## config.mk

```make
export PLATFORM = sky130hd
export DESIGN_NAME = fixed_point_mul_arbiter
export DESIGN_NICKNAME = d
export VERILOG_FILES = /design/src/rtl/fixed_point_mul_arbiter.sv
export SDC_FILE = /design/constraint.sdc
export NUM_CORES = 1
export LEC_CHECK = 0
export BUFFER_PORTS_ARGS = -buffer_cell sky130_fd_sc_hd__buf_2
export CAP_MARGIN = 15
export CORE_ASPECT_RATIO = 0.7
export CORE_MARGIN = 2
export CORE_UTILIZATION = 47
export DETAILED_ROUTE_END_ITERATION = 12
export GPL_ROUTABILITY_DRIVEN = 0
export HOLD_SLACK_MARGIN = 0.03
export PLACE_DENSITY = 0.8
export SLEW_MARGIN = 20
export SYNTH_ARGS = -nofsm -noshare
export SYNTH_HDL_FRONTEND = slang
export SYNTH_SLANG_ARGS = --single-unit
export TNS_END_PERCENT = 5
```

## constraint.sdc

```tcl
create_clock -name CLK -period 2.4 [get_ports CLK]
set_input_delay 0.36 -clock CLK [delete_from_list [all_inputs] [get_ports CLK]]
set_output_delay 0.36 -clock CLK [all_outputs]
set_load 0.01 [all_outputs]
```

## src/rtl/fixed_point_mul_arbiter.sv

```systemverilog
// Round-robin front end that shares one fixed-point multiplier between NUM_REQ clients.
// ABS requests are issued as A*(+/-1.0) so every operation has identical latency and ordering.
module fixed_point_mul_arbiter #(
    parameter int WIDTH       = 8,
    parameter int FRAC_BITS   = 3,
    parameter int NUM_REQ     = 4,
    parameter int MUL_LATENCY = 1
) (
    input  logic                       CLK,
    input  logic                       RSTN,
    input  logic [NUM_REQ-1:0]         REQ_VALID,
    output logic [NUM_REQ-1:0]         REQ_READY,
    input  logic [NUM_REQ-1:0]         REQ_OP,
    input  logic [NUM_REQ*WIDTH-1:0]   REQ_A,
    input  logic [NUM_REQ*WIDTH-1:0]   REQ_B,
    output logic [NUM_REQ-1:0]         RSP_VALID,
    output logic [NUM_REQ*WIDTH-1:0]   RSP_VALUE,
    output logic [WIDTH-1:0]           MUL_A_O,
    output logic [WIDTH-1:0]           MUL_B_O,
    output logic                       MUL_VALID_OUT_O,
    input  logic [WIDTH-1:0]           MUL_VALUE_IN_I,
    input  logic                       MUL_VALID_IN_I,
    output logic                       ERROR
);

    localparam int IDX_W   = $clog2(NUM_REQ);
    localparam int GUARD_W = $clog2(MUL_LATENCY + 1);

    localparam logic [WIDTH-1:0] POS_ONE = WIDTH'(1) << FRAC_BITS;
    localparam logic [WIDTH-1:0] NEG_ONE = ~(POS_ONE - 1'b1);

    logic [IDX_W-1:0]   ptr;
    logic [IDX_W-1:0]   cand_idx;
    logic [IDX_W-1:0]   grant_idx;
    logic               grant_any;
    logic [WIDTH-1:0]   sel_a;
    logic [WIDTH-1:0]   sel_b;
    logic               sel_op;
    logic [WIDTH-1:0]   issue_b;
    logic [IDX_W-1:0]   issue_idx;

    logic [MUL_LATENCY-1:0] tag_valid;
    logic [IDX_W-1:0]       tag_idx [MUL_LATENCY];
    logic                   head_valid;
    logic [IDX_W-1:0]       head_idx;

    logic [GUARD_W-1:0]     guard_cnt;
    logic                   guard_done;

    // Search upward from the pointer, wrapping modulo NUM_REQ; first valid requester wins.
    always_comb begin
        grant_any = 1'b0;
        grant_idx = '0;
        cand_idx  = '0;
        for (int unsigned k = 0; k < NUM_REQ; k++) begin
            cand_idx = IDX_W'((32'(ptr) + k) % NUM_REQ);
            if (!grant_any && REQ_VALID[cand_idx]) begin
                grant_any = 1'b1;
                grant_idx = cand_idx;
            end
        end
    end

    always_comb begin
        REQ_READY = '0;
        if (grant_any && RSTN) begin
            REQ_READY[grant_idx] = 1'b1;
        end
    end

    always_comb begin
        sel_a   = REQ_A[grant_idx*WIDTH +: WIDTH];
        sel_b   = REQ_B[grant_idx*WIDTH +: WIDTH];
        sel_op  = REQ_OP[grant_idx];
        issue_b = sel_op ? (sel_a[WIDTH-1] ? NEG_ONE : POS_ONE) : sel_b;
    end

    always_ff @(posedge CLK or negedge RSTN) begin
        if (!RSTN) begin
            ptr <= '0;
        end else if (grant_any) begin
            ptr <= (grant_idx == IDX_W'(NUM_REQ - 1)) ? '0 : grant_idx + 1'b1;
        end
    end

    always_ff @(posedge CLK or negedge RSTN) begin
        if (!RSTN) begin
            MUL_VALID_OUT_O <= 1'b0;
            MUL_A_O         <= '0;
            MUL_B_O         <= '0;
            issue_idx       <= '0;
        end else begin
            MUL_VALID_OUT_O <= grant_any;
            issue_idx       <= grant_idx;
            if (grant_any) begin
                MUL_A_O <= sel_a;
                MUL_B_O <= issue_b;
            end
        end
    end

    // Stage 0 is loaded from the issue register, so the head lines up with the multiplier return.
    always_ff @(posedge CLK or negedge RSTN) begin
        if (!RSTN) begin
            tag_valid <= '0;
            for (int unsigned k = 0; k < MUL_LATENCY; k++) begin
                tag_idx[k] <= '0;
            end
        end else begin
            tag_valid[0] <= MUL_VALID_OUT_O;
            tag_idx[0]   <= issue_idx;
            for (int unsigned k = 1; k < MUL_LATENCY; k++) begin
                tag_valid[k] <= tag_valid[k-1];
                tag_idx[k]   <= tag_idx[k-1];
            end
        end
    end

    assign head_valid = tag_valid[MUL_LATENCY-1];
    assign head_idx   = tag_idx[MUL_LATENCY-1];

    always_ff @(posedge CLK or negedge RSTN) begin
        if (!RSTN) begin
            RSP_VALID <= '0;
            RSP_VALUE <= '0;
        end else begin
            RSP_VALID <= '0;
            if (MUL_VALID_IN_I && head_valid) begin
                RSP_VALID[head_idx]                  <= 1'b1;
                RSP_VALUE[head_idx*WIDTH +: WIDTH]   <= MUL_VALUE_IN_I;
            end
        end
    end

    // Results from operations launched before reset may still drain out of the multiplier.
    assign guard_done = (guard_cnt == GUARD_W'(MUL_LATENCY));

    always_ff @(posedge CLK or negedge RSTN) begin
        if (!RSTN) begin
            guard_cnt <= '0;
            ERROR     <= 1'b0;
        end else begin
            if (!guard_done) begin
                guard_cnt <= guard_cnt + 1'b1;
            end
            if (guard_done && (MUL_VALID_IN_I != head_valid)) begin
                ERROR <= 1'b1;
            end
        end
    end

endmodule

```

# After elaboration in Yosys (flattened, before gate mapping)
# Cells that the tools add are included.
[op_classes]
addsub = 6
magnitude_cmp = 8
n_eq_ne = 2
shifts = 4
mux = 29
reduce_logical = 11
[ops]
columns = ["cell", "n"]
rows = [
  ["$shiftx A32 B6 Y8", 2],
  ["$neg A5 Y34", 1],
  ["$shift A8 B34 Y32 const A", 1],
  ["$shiftx A8 B34 Y32", 1],
  ["$bwmux W32", 1],
  ["$lt A2 B3 Y1 const B", 6],
  ["$mux W8", 2],
  ["$mux W1", 12],
  ["$bmux W1 S2", 5],
  ["$mux W2", 5],
  ["$logic_and A1 B1 Y1", 8],
  ["$mux W4", 2],
  ["$add A2 B1 Y2 const B", 2],
  ["$add A2 B2 Y2 const B", 2],
  ["$demux W1 S2", 2],
  ["$ge A2 B1 Y1 const B", 2],
  ["$logic_not A1 Y1", 3],
  ["$eq A2 B2 Y1 const B", 1],
  ["$add A1 B1 Y1 const B", 1],
  ["$ne A1 B1 Y1", 1],
]
[totals]
ff_bits = 62
input_bits = 83
out_inout_bits = 58
word_cells = 71

# Depth between registers and ports, before layout
# Gate-level depths: netlist of the first run.
[logic_depth]
depth_word = 17
ltp_mapped = 8
mapped_depth_nobuf = 7

# Worst setup path before layout of the first run
# OpenSTA, ideal clock, no wires.
[synth_path]
kind = "input to output"
startpoint = "input REQ_VALID[2]"
endpoint = "output REQ_READY[3]"
t_arrival_ps = 1689
required_ps = 2040
slack_ps = 351
cell_stages = 7
path_buffers = 2
path_cell_list = "nor2b_1 -> o21ai_1 -> o221a_1 -> buf_2 -> buf_1 -> ha_1 -> and3_1"
[synth_via]
elab_chain_cells = 17
word_cells_on_any_way = 29
cone_classes = "order compare (2); mux (19); reduce/logical (8)"
[synth_lines]
columns = ["item", "line", "source"]
rows = [
  ["start: declaration", "11", "input logic [NUM_REQ-1:0] REQ_VALID,"],
  ["$bmux W1 S2", "57", "if (!grant_any && REQ_VALID[cand_idx]) begin"],
  ["$mux W1 (not written as such)", "57", ""],
  ["$mux W1", "57", ""],
  ["$logic_not A1 Y1", "57", ""],
  ["$logic_and A1 B1 Y1", "57", ""],
  ["$mux W1", "57", ""],
  ["$logic_not A1 Y1", "57", ""],
  ["$logic_and A1 B1 Y1", "57", ""],
  ["[... 2 more ...]", "n/a", ""],
  ["$logic_and A1 B1 Y1", "57", ""],
  ["$mux W2 *", "57", ""],
  ["net grant_idx[0]", "34", "logic [IDX_W-1:0] grant_idx;"],
  ["$lt A2 B3 Y1 (not written as such) or $ge A2 B1 Y1 (tied branches)", "67", "REQ_READY[grant_idx] = 1'b1;"],
  ["$logic_and A1 B1 Y1 (not written as such)", "67", ""],
  ["$mux W1 (not written as such)", "67", ""],
  ["$demux W1 S2 *", "67", ""],
  ["$mux W4 *", "66", "if (grant_any && RSTN) begin"],
  ["end: declaration", "12", "output logic [NUM_REQ-1:0] REQ_READY,"],
]
# Mark *: on every way through the listed nets, which the timed path passes. The rest lies on a longest branch. The select of a mux whose other input is x is not followed.

# Worst setup path after layout of the first run
[layout_path]
startpoint = "register ptr[0]"
endpoint = "output REQ_READY[2]"
[layout_via]
elab_chain_cells = 17
word_cells_on_any_way = 32
cone_classes = "add/sub (3); order compare (2); mux (19); reduce/logical (8)"
[layout_lines]
columns = ["item", "line", "source"]
rows = [
  ["start: declaration", "32", "logic [IDX_W-1:0] ptr;"],
  ["start signal: assignment", "82", "ptr <= (grant_idx == IDX_W'(NUM_REQ - 1)) ? '0 : grant_idx + 1'b1;"],
  ["branches (longest 16 deep; another with $lt A2 B3 Y1)", "n/a", ""],
  ["$mux W4 *", "66", ""],
]
# Every way passes the cells marked *. The select of a mux whose other input is x is not followed.

==> out/qor.csv, run 1 <==
stage,metric,value,unit
outcome,outcome,"complete, no violations",
timing,Fmax,436,MHz
setup_path,kind of critical path,reg2out,
routing,routed wire length,8260,um
hold_path,worst hold stages,2,
placement,Placed Cells,492,
setup_path,"Arr. time, crit path",1930,ps
cts,Skew-Pair Late Insertion Delay,330,ps
power,Net Sw Frac,0.382,
routing,drt drc,0,
timing,Final Hold Vio Count,0,
die,die area,7200,um^2
power,sequential power share,0.358,
flow_run,total of max-cap violations,0,
synth,area of the mapped netlist,3070,um^2
synth,Post-synth top flop,dfrtp_1,
routing,WL/cell,16.2,um
cts,clock sinks,62,
power,Psw,1.85,mW
setup_path,critical path depth in cells,7,
timing,Final Cycle Share,0.956,
global_routing,largest net degree at the start of global routing,41,
hold_path,Hold Crit Class,in2reg,
synth,Synth top area share,0.506,
synth,Cells after Synth,275,
layout,Post-Layout Cell Count,510,
die,die extent in y,71.6,um
timing,Tmin final,2290,ps
global_routing,antenna violations before repair,0,
synth,sequential-to-total area share from yosys stat,0.506,
routing,DRT iter0 DRCs,93,
cts,Clock Path Buffers,2,
setup_path,crit-path max cell delay,400,ps
global_routing,first-pass GRT wire length,13000,um
setup_path,Setup crit end kind,primary output,
power,Comb pwr share,0.452,
die,Ports,141,
layout,fin nets,522,
routing,Vias/cell,5.66,
placement,pre-CTS WS,145,ps
synth,Ys Warns,0,
setup_path,path depth of the worst reg2reg path,7,
die,Rows,24,
layout,share of layout cells above drive strength 1,0.447,
synth,Synth async-reset ratio,1.00,
setup_path,critical path's top delay family,compound AO/OA/AOI/OAI gates,
routing,antenna-violating nets left,0,
timing,"Slew Viols, Final",0,
layout,# fillers,519,
synth,Synth area leader,dfrtp_1,
synth,syn avg cell area,11.2,um^2
setup_path,CP Max Fanout,4,
routing,DRT Pass-1 Iters,4,
global_routing,total track usage,0.230,
setup_path,slowest CP cell,dfrtp_1,
timing,Worst Skew,9.17,ps
global_routing,vias in the first global route,2716,
synth,Synth Register Bits,62,
synth,"EDFF count, synth",0,
placement,DP Wirelength,6330,um
timing,Final setup viols,0,
synth,syn nets,370,
synth,count of cell types in the netlist,42,
power,P_leak,2.20,nW
layout,n_diodes,0,
cts,depth of the CTS H-tree,3,
cts,CTS tree,done,
timing,Final WS setup,106,ps
setup_path,CP Launch Type,flip-flop,
power,Worst VDD drop,0.000504,V
synth,Synth area leaders,"dfrtp_1, a22o_1, ha_1",
die,Die Span X,101,um
power,PwrDens,1160,nW/um^2
placement,PortBufs,140,
die,CORE AREA,6280,um^2
global_routing,gr ovfl total,0,
layout,Finished Cell Area,4150,um^2
power,Cell Int Power,2.99,mW
setup_path,WP data required,2040,ps
placement,Area after DPL,3910,um^2
cts,Root Buffer Master,clkbuf_8,
timing,unrepaired setup endpoints after global routing,yes,
setup_path,worst path buffer plus inverter count,2,
routing,via count,2886,
cts,CTS buffer count,9,
power,Clock power frac,0.191,
layout,area grow syn2layout,35.3,%
cts,clk slew on worst S/H paths,70,ps
die,Initial Utilization,0.489,
setup_path,CP cell instances,"nor2b_2, o21ai_1, o221a_2, inv_1, ha_1, and3_1, buf_2",
## Yosys cell counts (all sizes together) (5+ instances only)
cell type  number
dfrtp          62
nand2          36
a22o           32
and3           17
a211oi         14
nand3          13
ha             12
clkbuf          9
a21o            8
nor2            8
a311oi          7
o21ai           7
inv             6
a31oi           5
## flip-flops by register name, indices dropped and copies added (netlist names)
name             cells
ERROR                1
MUL_A_O              8
MUL_B_O              8
MUL_VALID_OUT_O      1
RSP_VALID            4
RSP_VALUE           32
guard_cnt            1
head_idx             2
head_valid           1
issue_idx            2
ptr                  2
## cells by family after synthesis
group / after synthesis / share of synthesized area
flops: 62 / 0.506
buf+inv: 19 / 0.0281
simple gates: 88 / 0.155
fa+ha+maj: 12 / 0.0489
other cells: 1 / 0.00122
mux: 4 / 0.0147
compound gates: 89 / 0.246
## final timing paths
kind / from / end / slack [ps]
min: MUL_VALUE_IN_I[6] / RSP_VALUE[6] / 290
min in group asynchronous: RSTN / issue_idx[1] / 410
max in group asynchronous: RSTN / MUL_B_O[2] / 1290
max reg2reg: ptr[0] / MUL_B_O[7] / 330
max: ptr[0] / REQ_READY[2] / 110
min reg2reg: issue_idx[1] / head_idx[1] / 350
## power groups by stage
stage,Sequential [mW],Clock (mW),Combinational [mW]
2_1_floorplan,1.89,0,1.19
3_3_place_gp,1.73,0,2.11
3_5_place_dp,1.73,0,2.18
4_1_cts,1.73,0.939,2.20
5_1_grt,1.78,0.994,2.39
6_report,1.73,0.922,2.18
## per-layer routing
metal / track usage / vias to the layer above / share of wire
li1: - / 1341 / -
met5: 0 / - / 0
met2: 0.356 / 134 / 0.48
met4: 0.0381 / 0 / 0.0058
met1: 0.320 / 1403 / 0.42
met3: 0.0820 / 8 / 0.091
## cells in the final DEF (no fill, tap or decap), types with 4 or more instances in the layout
master,count
nor2_1,6
a211oi_1,11
a22o_1,32
ha_1,12
o221ai_1,4
clkbuf_8,10
buf_4,12
a21o_1,8
buf_2,140
nand3_1,13
and3_1,15
nand2_1,36
dfrtp_1,61
inv_1,5
a311oi_1,7
o21ai_0,6
a31oi_1,5
mux2_2,4
## final cells by class
class / instances / area (um^2) / area share
Timing Repair Buffer: 154 / 821 / 0.198
Clock inverter: 6 / 68.8 / 0.0166
Inverter: 6 / 25.0 / 0.00603
Tap cell: 78 / 97.6 / 0.0235
Multi-Input combinational cell: 194 / 1450 / 0.349
Clock buffer: 10 / 138 / 0.0332
Sequential cell: 62 / 1550 / 0.374
## metrics by stage
step | total power, mW | utilization | hold WS (ps) | TNS (ps)
floorplan | 3.08 | - | 64.4 | 0
global placement | 3.84 | 0.624 | 199 | 0
detailed placement | 3.91 | 0.624 | 194 | 0
CTS | 4.86 | 0.661 | 280 | 0
global route | 5.16 | 0.661 | 290 | -0.975
finish | 4.83 | 0.661 | 292 | 0
## repair_timing
item	4_1_cts	5_1_grt
resized for setup	2	3
hold endpoints to repair	1	0
hold buffers	1	0
pin swaps	1	1
buffers inserted	1	0
endpoints found under the setup margin	4	3
Note: power is estimated with default switching activity, not from simulation.
==> run 2: changes to the inputs <==
Settings changed: GPL_TIMING_DRIVEN from default to 1, PLACE_DENSITY 0.8 to 0.86.
==> run 2 against run 1 <==
- maximum frequency is 0.46% higher
- register-to-register slack worse by 60 ps
- non-clock buffer count shrank 1
- worst hold slack worse by 48 ps
- critical path depth is the same
- first-iteration DRC count grew 78%
- count of clock-buffer cells in the layout is 2 higher
- critical endpoint is now REQ_READY[3]
- sequential power about the same
==> out/qor.csv, run 2 (synthesis results as in run 1) <==
stage,metric,value,unit,change
cts,Post-CTS Setup Bufs,0,,-1
layout,Finished Cell Area,4100,um^2,-1.3%
layout,Biggest register,RSP_VALUE,,
die,Ports,141,,unchanged
global_routing,largest net degree at the start of global routing,63,,+54%
timing,Max-slew headroom,0.440,,
layout,multi-input logic area,1450,um^2,unchanged
layout,fin nets,521,,-0.19%
cts,post-CTS sizing,0,,-2
timing,final hold slack,243,ps,-48.2 ps
timing,"Slew Viols, Final",0,,unchanged
power,post-route total power,4.71,mW,-2.5%
setup_path,CP Max Fanout,8,,+4
routing,via count,2876,,-0.35%
timing,Final Hold Vio Count,0,,unchanged
timing,Final setup viols,0,,unchanged
timing,Final Cycle Share,0.952,,-0.00437
global_routing,vias in the first global route,2752,,+1.3%
placement,PortBufs,140,,unchanged
placement,Placed Cells,493,,+0.20%
die,die area,7200,um^2,unchanged
setup_path,crit-path max cell delay,410,ps,about the same
placement,pre-CTS WS,226,ps,+80.8 ps
global_routing,total track usage,0.238,,+0.00777
timing,Final WS setup,116,ps,+10.5 ps
setup_path,Setup crit end kind,primary output,,
layout,"commonest non-fill, non-tap cell in the layout",buf_2,,
timing,Tmin final,2280,ps,-10.5 ps
power,Worst VDD drop,0.000533,V,+5.8%
cts,Clock Path Buffers,2,,unchanged
setup_path,WP data required,2040,ps,about the same
routing,antenna-violating nets left,0,,unchanged
layout,"commonest non-fill, non-tap cells in the layout","buf_2, dfrtp_1, nand2_1, a22o_1, and3_1",,
cts,CTS tree,done,,
cts,Post-CTS Hold Buffers,0,,-1
power,P_leak,2.17,nW,-1.1%
layout,n_diodes,0,,unchanged
global_routing,met1 track demand over resource,0.332,,+0.0117
layout,area grow syn2layout,33.5,%,
die,Initial Utilization,0.489,,unchanged
timing,setup TNS,0,ps,unchanged
layout,Reg area,1550,um^2,unchanged
setup_path,R2R setup slack,270,ps,-60 ps
cts,Root Buffer Master,clkbuf_8,,
layout,# fillers,531,,+2.3%
timing,actual slew at the worst max-slew pin,837,ps,
timing,unrepaired setup endpoints after global routing,no,,
global_routing,gr ovfl total,0,,unchanged
die,CORE AREA,6280,um^2,unchanged
setup_path,kind of critical path,reg2out,,
layout,Post-Layout Cell Count,509,,-0.20%
timing,Worst Skew,10.3,ps,+1.14 ps
routing,WL/cell,16.7,um,+3.0%
global_routing,busiest layer in global routing,met2,,
routing,routed wire length,8490,um,+2.8%
routing,drt drc,0,,unchanged
routing,DRT Pass-1 Iters,5,,+1
setup_path,"Arr. time, crit path",1920,ps,about the same
setup_path,RR Endpoint,MUL_B_O[3],,
layout,max reg flops,32,,unchanged
placement,Area after DPL,3910,um^2,-0.13%
setup_path,path depth of the worst reg2reg path,6,,-1
cts,clock sinks,62,,unchanged
hold_path,Hold Crit Class,in2async,,
layout,share of layout cells above drive strength 1,0.441,,-0.00592
die,Die Span X,101,um,unchanged
routing,Vias/cell,5.65,,-0.15%
cts,clk slew on worst S/H paths,70,ps,about the same
power,PwrDens,1150,nW/um^2,-1.2%
global_routing,antenna violations before repair,0,,unchanged
cts,CTS buffer count,9,,unchanged
setup_path,Reg-to-Reg Start,ptr[1],,
setup_path,CP Launch Type,flip-flop,,
global_routing,GRT met2 Usage,0.359,,+0.00298
layout,post-layout util,0.653,,-0.00877
global_routing,first-pass GRT wire length,13400,um,+3.3%
flow_run,total of max-cap violations,0,,unchanged
die,Rows,24,,unchanged
cts,depth of the CTS H-tree,3,,unchanged
die,die extent in y,71.6,um,unchanged
outcome,outcome,"complete, no violations",,
layout,Largest regs,"RSP_VALUE (32), MUL_A_O (8), MUL_B_O (8)",,
routing,DRT iter0 DRCs,166,,+78%
timing,Fmax,438,MHz,+0.46%
setup_path,slowest CP cell,dfrtp_1,,
cts,Skew-Pair Late Insertion Delay,330,ps,about the same
placement,DP Wirelength,6320,um,-0.18%
global_routing,M3 GR Usage,0.0722,,-0.00976
setup_path,CP cell instances,"nor2b_2, nor2_1, o221a_1, buf_4, ha_1, and3_1, buf_2",,
run 2: layout make-up:
class	instances	share of cell area
well taps	78	0.0238
clock buffers	12	0.0354
repair buffers	153	0.196
clock inverters	4	0.00550
inverters	6	0.00672
multi-input cells	194	0.354
flip-flops and latches	62	0.379
run 2: report_power, final:
group / total, mW / switching (mW) / leakage (nW) / internal (mW)
clock: 0.778 / 0.380 / 0.0861 / 0.398
combinational: 2.20 / 1.20 / 1.30 / 0.998
sequential: 1.74 / 0.265 / 0.790 / 1.47
total: 4.71 / 1.84 / 2.17 / 2.87
run 2: worst max-delay path by stage:
stage | start | slack [ps] | cells after the start | endpoint
after floorplan | REQ_VALID[2] | 350 | 7 | REQ_READY[3]
after global placement | REQ_VALID[2] | 320 | 7 | MUL_B_O[3]
after detailed placement | REQ_VALID[2] | 230 | 7 | MUL_B_O[3]
after CTS | ptr[1] | 30 | 7 | REQ_READY[0]
after global routing | ptr[0] | 9 | 7 | REQ_READY[3]
final | ptr[0] | 120 | 7 | REQ_READY[3]
run 2: layer usage:
| metal | up-vias | part of all wire |
|---|---|---|
| li1 | 1339 | - |
| met1 | 1385 | 0.46 |
| met2 | 140 | 0.44 |
| met3 | 12 | 0.084 |
| met4 | 0 | 0.012 |
| met5 | - | 0 |
run 2: critical path: cells and delay by family (launching register included):
family,cells,cell delay [ps]
flops,1,410
simple gates,3,380
buf+inv,2,320
compound gates,1,280
fa+ha+maj,1,190
